### src/rtl/lcd_pkg.sv
// Shared types and constants for the LCD cell-draw sequencer: FSM states, panel command
// bytes, object codes and the object-to-RGB565 palette.
package lcd_pkg;

    typedef enum logic [3:0] {
        S_INIT_SLPOUT,
        S_INIT_WAIT,
        S_COLMOD,
        S_COLMOD_D,
        S_DISPON,
        S_IDLE,
        S_CASET,
        S_PASET,
        S_RAMWR,
        S_PIX,
        S_DONE
    } state_t;

    localparam logic [7:0] CMD_SLPOUT     = 8'h11;
    localparam logic [7:0] CMD_COLMOD     = 8'h3A;
    localparam logic [7:0] COLMOD_RGB565  = 8'h55;
    localparam logic [7:0] CMD_DISPON     = 8'h29;
    localparam logic [7:0] CMD_CASET      = 8'h2A;
    localparam logic [7:0] CMD_PASET      = 8'h2B;
    localparam logic [7:0] CMD_RAMWR      = 8'h2C;

    localparam logic [2:0] OBJ_BG     = 3'd0;
    localparam logic [2:0] OBJ_BODY   = 3'd1;
    localparam logic [2:0] OBJ_HEAD   = 3'd2;
    localparam logic [2:0] OBJ_APPLE  = 3'd3;
    localparam logic [2:0] OBJ_BORDER = 3'd4;

    // Last valid grid row; rows above this are rejected without bus traffic.
    localparam logic [3:0] ROW_MAX = 4'd11;

    function automatic logic [15:0] obj2rgb565(input logic [2:0] code);
        case (code)
            OBJ_BODY:   return 16'h07E0;
            OBJ_HEAD:   return 16'h03E0;
            OBJ_APPLE:  return 16'hF800;
            OBJ_BORDER: return 16'hFFFF;
            default:    return 16'h0000;
        endcase
    endfunction

endpackage

### src/rtl/lcd_byte_mux.sv
// Combinational byte selector: turns the sequencer state, byte index and latched cell
// into the command/data flag and byte presented on the LCD write bus.
module lcd_byte_mux
    import lcd_pkg::*;
#(
    parameter int CELL_PX = 20
) (
    input  state_t      state,
    input  logic [2:0]  byte_sel,
    input  logic [3:0]  cell_x,
    input  logic [3:0]  cell_y,
    input  logic [2:0]  cell_obj,
    output logic        wr_dc,
    output logic [7:0]  wr_data
);

    logic [15:0] xs, xe, ys, ye, colour;

    assign xs     = 16'(cell_x) * 16'(CELL_PX);
    assign xe     = xs + 16'(CELL_PX - 1);
    assign ys     = 16'(cell_y) * 16'(CELL_PX);
    assign ye     = ys + 16'(CELL_PX - 1);
    assign colour = obj2rgb565(cell_obj);

    // Address window parameters go out start-hi, start-lo, end-hi, end-lo.
    function automatic logic [7:0] coord_byte(input logic [2:0] sel,
                                              input logic [15:0] lo,
                                              input logic [15:0] hi);
        case (sel)
            3'd1:    return lo[15:8];
            3'd2:    return lo[7:0];
            3'd3:    return hi[15:8];
            default: return hi[7:0];
        endcase
    endfunction

    always_comb begin
        wr_dc   = 1'b0;
        wr_data = 8'h00;
        case (state)
            S_INIT_SLPOUT: wr_data = CMD_SLPOUT;
            S_COLMOD:      wr_data = CMD_COLMOD;
            S_COLMOD_D: begin
                wr_dc   = 1'b1;
                wr_data = COLMOD_RGB565;
            end
            S_DISPON:      wr_data = CMD_DISPON;
            S_CASET: begin
                if (byte_sel == 3'd0) begin
                    wr_data = CMD_CASET;
                end else begin
                    wr_dc   = 1'b1;
                    wr_data = coord_byte(byte_sel, xs, xe);
                end
            end
            S_PASET: begin
                if (byte_sel == 3'd0) begin
                    wr_data = CMD_PASET;
                end else begin
                    wr_dc   = 1'b1;
                    wr_data = coord_byte(byte_sel, ys, ye);
                end
            end
            S_RAMWR:       wr_data = CMD_RAMWR;
            S_PIX: begin
                wr_dc   = 1'b1;
                wr_data = byte_sel[0] ? colour[7:0] : colour[15:8];
            end
            default: ;
        endcase
    end

endmodule

### src/rtl/lcd_cell_draw_ctrl.sv
// LCD write-bus sequencer: runs the panel init script after reset, then paints one grid
// cell per accepted request (window setup, RAMWR, solid fill) and pulses cmd_done.
module lcd_cell_draw_ctrl
    import lcd_pkg::*;
#(
    parameter int CELL_PX     = 20,
    parameter int WAIT_CYCLES = 1200
) (
    input  logic       clk,
    input  logic       nrst,
    input  logic       draw_req,
    input  logic [3:0] x,
    input  logic [3:0] y,
    input  logic [2:0] obj_code,
    output logic       req_ready,
    output logic       cmd_done,
    output logic       range_err,
    output logic       init_done,
    output logic       wr_valid,
    output logic       wr_dc,
    output logic [7:0] wr_data,
    input  logic       wr_ready
);

    localparam int PIX_BYTES = 2 * CELL_PX * CELL_PX;
    localparam int PIX_W     = $clog2(PIX_BYTES);
    localparam int IDX_W     = (PIX_W < 3) ? 3 : PIX_W;
    localparam int WAIT_W    = (WAIT_CYCLES < 2) ? 1 : $clog2(WAIT_CYCLES);

    state_t             state;
    logic [IDX_W-1:0]   byte_idx;
    logic [WAIT_W-1:0]  wait_cnt;
    logic [3:0]         lat_x, lat_y;
    logic [2:0]         lat_obj;
    logic               xfer;

    assign xfer = wr_valid & wr_ready;

    lcd_byte_mux #(
        .CELL_PX (CELL_PX)
    ) u_byte_mux (
        .state    (state),
        .byte_sel (byte_idx[2:0]),
        .cell_x   (lat_x),
        .cell_y   (lat_y),
        .cell_obj (lat_obj),
        .wr_dc    (wr_dc),
        .wr_data  (wr_data)
    );

    always_ff @(posedge clk or negedge nrst) begin
        if (!nrst) begin
            state     <= S_INIT_SLPOUT;
            byte_idx  <= '0;
            wait_cnt  <= '0;
            lat_x     <= '0;
            lat_y     <= '0;
            lat_obj   <= '0;
            wr_valid  <= 1'b1;
            req_ready <= 1'b0;
            cmd_done  <= 1'b0;
            range_err <= 1'b0;
            init_done <= 1'b0;
        end else begin
            cmd_done  <= 1'b0;
            range_err <= 1'b0;
            case (state)
                S_INIT_SLPOUT: if (xfer) begin
                    state    <= S_INIT_WAIT;
                    wr_valid <= 1'b0;
                    wait_cnt <= '0;
                end
                // Panel needs a quiet bus while it leaves sleep mode.
                S_INIT_WAIT: begin
                    if (wait_cnt == WAIT_W'(WAIT_CYCLES - 1)) begin
                        state    <= S_COLMOD;
                        wr_valid <= 1'b1;
                    end else begin
                        wait_cnt <= wait_cnt + 1'b1;
                    end
                end
                S_COLMOD:   if (xfer) state <= S_COLMOD_D;
                S_COLMOD_D: if (xfer) state <= S_DISPON;
                S_DISPON: if (xfer) begin
                    state     <= S_IDLE;
                    wr_valid  <= 1'b0;
                    init_done <= 1'b1;
                    req_ready <= 1'b1;
                end
                S_IDLE: if (draw_req) begin
                    lat_x     <= x;
                    lat_y     <= y;
                    lat_obj   <= obj_code;
                    byte_idx  <= '0;
                    req_ready <= 1'b0;
                    if (y > ROW_MAX) begin
                        state     <= S_DONE;
                        cmd_done  <= 1'b1;
                        range_err <= 1'b1;
                    end else begin
                        state    <= S_CASET;
                        wr_valid <= 1'b1;
                    end
                end
                S_CASET: if (xfer) begin
                    if (byte_idx == IDX_W'(4)) begin
                        byte_idx <= '0;
                        state    <= S_PASET;
                    end else begin
                        byte_idx <= byte_idx + 1'b1;
                    end
                end
                S_PASET: if (xfer) begin
                    if (byte_idx == IDX_W'(4)) begin
                        byte_idx <= '0;
                        state    <= S_RAMWR;
                    end else begin
                        byte_idx <= byte_idx + 1'b1;
                    end
                end
                S_RAMWR: if (xfer) begin
                    byte_idx <= '0;
                    state    <= S_PIX;
                end
                // Even index = colour high byte, odd = low byte.
                S_PIX: if (xfer) begin
                    if (byte_idx == IDX_W'(PIX_BYTES - 1)) begin
                        byte_idx <= '0;
                        wr_valid <= 1'b0;
                        cmd_done <= 1'b1;
                        state    <= S_DONE;
                    end else begin
                        byte_idx <= byte_idx + 1'b1;
                    end
                end
                S_DONE: begin
                    state     <= S_IDLE;
                    req_ready <= 1'b1;
                end
                default: state <= S_INIT_SLPOUT;
            endcase
        end
    end

endmodule

### config.mk
export PLATFORM = sky130hd
export DESIGN_NAME = lcd_cell_draw_ctrl
export DESIGN_NICKNAME = d
export VERILOG_FILES = /design/src/rtl/lcd_pkg.sv /design/src/rtl/lcd_byte_mux.sv /design/src/rtl/lcd_cell_draw_ctrl.sv
export SDC_FILE = /design/constraint.sdc
export NUM_CORES = 1
export LEC_CHECK = 0
export CORE_MARGIN = 4
export CORE_UTILIZATION = 35
export DETAILED_ROUTE_END_ITERATION = 8
export PLACE_DENSITY_LB_ADDON = 0.25
export SLEW_MARGIN = 20
export SYNTH_ARGS = -nofsm -noshare
export SYNTH_HDL_FRONTEND = slang
export SYNTH_SLANG_ARGS = --single-unit
### constraint.sdc
create_clock -name clk -period 5.22 [get_ports clk]
set_input_delay 0.522 -clock clk [delete_from_list [all_inputs] [get_ports clk]]
set_output_delay 0.522 -clock clk [all_outputs]
set_load 0.1 [all_outputs]
# ---- Word level (Yosys, flattened, before mapping)
# Index checks and enable logic that the tools add are counted.
dict set report op_classes {
  add_sub_neg 4
  n_mul 2
  magnitude_cmp 1
  eq_ne 37
  mux 50
  n_bitwise 1
  reduce_logical 16
}
# op count
set ops {}
lappend ops {{$pmux W16 S4} 1}
lappend ops {{$pmux W8 S8} 1}
lappend ops {{$mux W10} 6}
lappend ops {{$mux W4} 14}
lappend ops {{$pmux W8 S3} 2}
lappend ops {{$pmux W4 S11} 1}
lappend ops {{$pmux W10 S4} 1}
lappend ops {{$ne A2 B2 Y1 const B} 15}
lappend ops {{$mux W8} 3}
lappend ops {{$mux W11} 2}
lappend ops {{$pmux W11 S2} 1}
lappend ops {{$add A9 B5 Y10 const B} 2}
lappend ops {{$eq A4 B3 Y1 const B} 4}
lappend ops {{$mul A4 B3 Y7 const B} 2}
lappend ops {{$mux W1} 14}
lappend ops {{$reduce_and A13 Y1} 1}
lappend ops {{$eq A3 B2 Y1 const B} 4}
lappend ops {{$eq A4 B4 Y1 const B} 3}
lappend ops {{$add A11 B1 Y11 const B} 1}
lappend ops {{$eq A11 B11 Y1 const B} 1}
lappend ops {{$add A10 B1 Y10 const B} 1}
lappend ops {{$eq A10 B10 Y1 const B} 1}
lappend ops {{$eq A10 B3 Y1 const B} 1}
lappend ops {{$eq A4 B2 Y1 const B} 2}
lappend ops {{19 further kinds} 27}
dict set report word_totals {
  reg_bits 41
  input_bits 15
  out_inout_bits 14
  wordCells 122
}

# ---- Depth between registers and ports, before layout
dict set report depth {
  ltp_word 5
  mapped_depth 8
}

# ---- Hierarchy
# A second synthesis with hierarchy kept.
dict set report hier_totals {
  hier_cells 338
  hier_area_um2 3128.0
}
# module instances cells_each area_per_inst_um2 seq_area_each_um2
set by_module_without_submodules {}
lappend by_module_without_submodules {lcd_cell_draw_ctrl 1 214 2204.6 1027.2}
lappend by_module_without_submodules {lcd_byte_mux 1 124 923.4 0.0}

# ---- Least setup slack after synthesis
# Ideal clock, no wire load.
dict set report synth_timing {
  path_type {flip-flop to output port}
  start {register lat_y[3]}
  end {output wr_data[6]}
  arrival_ns 5.073
  setup_slack_ns -0.375
  stages_incl_launch_ff 7
  n_path_buf 0
  cell_sequence {dfrtp_1 > ha_1 > ha_1 > fa_1 > nor3b_1 > a21oi_1 > o311ai_0}
}
dict set report synth_between {
  elab_chain_cells 5
}
# element line_no
set synth_rtl {}
lappend synth_rtl {{start: declaration} lcd_cell_draw_ctrl.sv:33} ;# logic [3:0] lat_x, lat_y;
lappend synth_rtl {{start signal: assignment} lcd_cell_draw_ctrl.sv:92} ;# lat_y <= y;
lappend synth_rtl {{$mul A4 B3 Y7 (*)} lcd_byte_mux.sv:21} ;# assign ys = 16'(cell_y) * 16'(CELL_PX);
lappend synth_rtl {{$add A9 B5 Y10} lcd_byte_mux.sv:22} ;# assign ye = ys + 16'(CELL_PX - 1);
lappend synth_rtl {{$pmux W8 S3 (*)} lcd_byte_mux.sv:29} ;# case (sel)
lappend synth_rtl {{$mux W8 (*)} lcd_byte_mux.sv:57} ;# if (byte_sel == 3'd0) begin
lappend synth_rtl {{$pmux W8 S8 (*)} lcd_byte_mux.sv:40} ;# case (state)
lappend synth_rtl {{end: declaration} lcd_cell_draw_ctrl.sv:21} ;# output logic [7:0] wr_data,
# Mark *: on every way between the ends. The rest lies on a longest branch, timed or not.

# ---- Worst setup path in the final report
dict set report layout_timing {
  start {register lat_y[3]}
  end {output wr_data[0]}
}
# Same word-level chain as after synthesis.

==> results.tsv <==
metric	value	unit
Initial Util	36.1	%
count leader, synth	dfrtp_1	
most numerous cell on the critical path	ha_1	
flops & latches, synth	41	
die area	0.0101	mm²
initial antenna violation count	0	
max cap viols	0	
share of the synthesized area in the top cell type	33.6	%
final setup fails	0	
Final ANT Viol Nets	0	
Slew HR	33.7	%
Remaining Overflow, GRT	0	
dpl hpwl	5540	µm
Final min period	4330	ps
Syn Inst Count	327	
vias in the first global route	2510	
RSZ-0062 raised after global routing	no	
Die Y	100	µm
hold_buf cts	0	
EDFF count, synth	0	
Final nets	379	
Synthesized Nets	360	
Primary FF master, synth	dfrtp_1	
diodes inserted	0	
IO Port Bufs	28	
clk_lat worst skew	310	ps
Area Overhead vs Synth	14.4	%
Setup TNS	0	ps
share of cells above drive strength 1	10.4	%
Worst path max stage delay	1170	ps
post-synth top area cell	dfrtp_1	
Worst Path Buf+Inv	1	
total number of vias	2590	
CP Max Fanout	4	
Clock Tree Buf Depth	2	
final WL	7400	µm
CTS tree	built	
achievable frequency	231	MHz
post_cts resized	0	
Critical Path, Cell by Cell	ha_1, ha_1, fa_1, xnor2_1, nor2_1, xor2_1, o221a_2, o211ai_1, clkdlybuf4s50_1	
average cell area after synthesis	9.12	µm²
DRT Pass-1 Iters	4	
CP Data Required Time	4700	ps
largest net degree at the start of global routing	42	
final hold violations	0	
htree depth	2	
Residual DRC	0	
Post-CTS Setup Bufs	0	
final period utilization	83.0	%
Final Wtd Congestion	0.903	
Worst Path Arrival	3810	ps
Die X	100	µm
critical path's top delay family	buffers and inverters	
status	finished clean	
first-pass GRT wire length	12500	µm
Reg clk slew, reported paths	90	ps
row count	33	
WS Path Type	reg2out	
CTS buffer count	5	
synth cell count leaders	dfrtp_1 (40), nor2_1 (30), nand3_1 (20), nand2_1 (19), o21ai_0 (17)	
Ys Warns	0	
vias per inst	5.73	
Syn Std Cell Area	0.00298	mm²
clock root cell	clkbuf_8	
Setup Skew	11.0	ps
Area contributors post-synth	dfrtp_1 (34%), ha_1 (6.7%), mux2_2 (5.3%), nor2_1 (3.8%), nand3_1 (3.4%)	
slowest CP cell	clkdlybuf4s50_1	
max-slew violation count	0	
sequential area share after synthesis	34.5	%
GRT Total Usage	15.4	%
Slew @ Worst Pin	991	ps
Top Ports	29	
core area	0.00826	mm²
Netlist cell types	62	
Wirelength per Cell	16.4	µm
CP endpoint kind	primary output	
DRT iter0 DRCs	166	
Setup crit start kind	register	
CTS sink cnt	41	
asr flop ratio synth	100	%
Worst Hold Class	in2async	
## worst register-to-register path, delay by kind of cell (launching register included)
kind	cells	cell delay [ps]
and+or+nand+nor	1	660
DFF	1	710
AOI/OAI and AO/OA	4	1350
## per-layer routing
| metal | routed length [µm] | vias up | part of all wire (%) | track usage, % |
|---|---|---|---|---|
| met5 | 0 | - | 0 | 0 |
| met4 | 131 | 0 | 1.8 | 4.87 |
| met3 | 280 | 11 | 3.8 | 2.64 |
| met2 | 3510 | 61 | 47 | 25.6 |
| met1 | 3480 | 1251 | 47 | 20.4 |
| li1 | - | 1267 | - | - |
## path summary, 6_finish.rpt
kind | to | depth (start not counted) | slack (ps) | startpoint
max in group asynchronous | range_err$_DFF_PN0_ | 1 | 4290 | nrst
worst min register to register | req_ready$_DFFE_PN0P_ | 1 | 500 | req_ready$_DFFE_PN0P_
worst max-delay path | wr_data[0] | 9 | 890 | lat_y[3]$_DFFE_PN0P_
worst max register to register | byte_idx[5]$_DFFE_PN0P_ | 5 | 2410 | state[2]$_DFFE_PN0P_
min in group clk | req_ready$_DFFE_PN0P_ | 1 | 500 | req_ready$_DFFE_PN0P_
worst min-delay path | wait_cnt[0]$_DFFE_PN0P_ | 1 | 340 | nrst
## logic make-up after synthesis
family	share of synthesized area, %
and+or+nand+nor	20.4
AOI/OAI and AO/OA	23.9
DFF	34.5
buffers and inverters	3.94
adders and majority gates	8.06
muxes	5.96
xor gates and xnor gates	3.23
## final cells by class
cell class                      instances  area [µm²]
Inverter                               12        45.0
Fill cell                             844        4850
Multi-Input combinational cell        258        1840
Tap cell                              105         131
Timing Repair Buffer                   28         275
Clock inverter                          3        25.0
Sequential cell                        41        1030
Clock buffer                            5        68.8
## registers in the layout, indices dropped and copies added, names as in the netlist
register,count
wr_valid,1
req_ready,1
byte_idx,10
init_done,1
range_err,1
lat_x,4
lat_y,4
lat_obj,3
wait_cnt,11
state,4
cmd_done,1
## per-stage QoR
step / hold slack, ps / setup slack, ps / area, µm² / util (%) / instances
final: 342 / 890 / 3410 / 41.3 / 452
after global routing: 425 / 668 / 3410 / 41.3 / 452
after global placement: 478 / 1310 / 3320 / 40.2 / 444
after detailed placement: 489 / 1230 / 3320 / 40.2 / 444
after floorplan: 226 / 803 / 2980 / - / 327
after CTS: 377 / 885 / 3410 / 41.3 / 452
## placed cells by master (no fill, tap or decap), types with 12 or more instances in the layout
cell             synthesis  routed
nand3_1                 20      20
clkdlybuf4s50_1          0      27
o21ai_0                 17      17
dfrtp_1                 40      40
nand2_1                 19      19
a21oi_1                 12      12
ha_1                    16      16
nor2_1                  30      30
inv_1                   12      12
mux2_2                  14      14
Power is not shown: default switching activity piles up to over one toggle a cycle in this logic, so the estimate is an artifact.
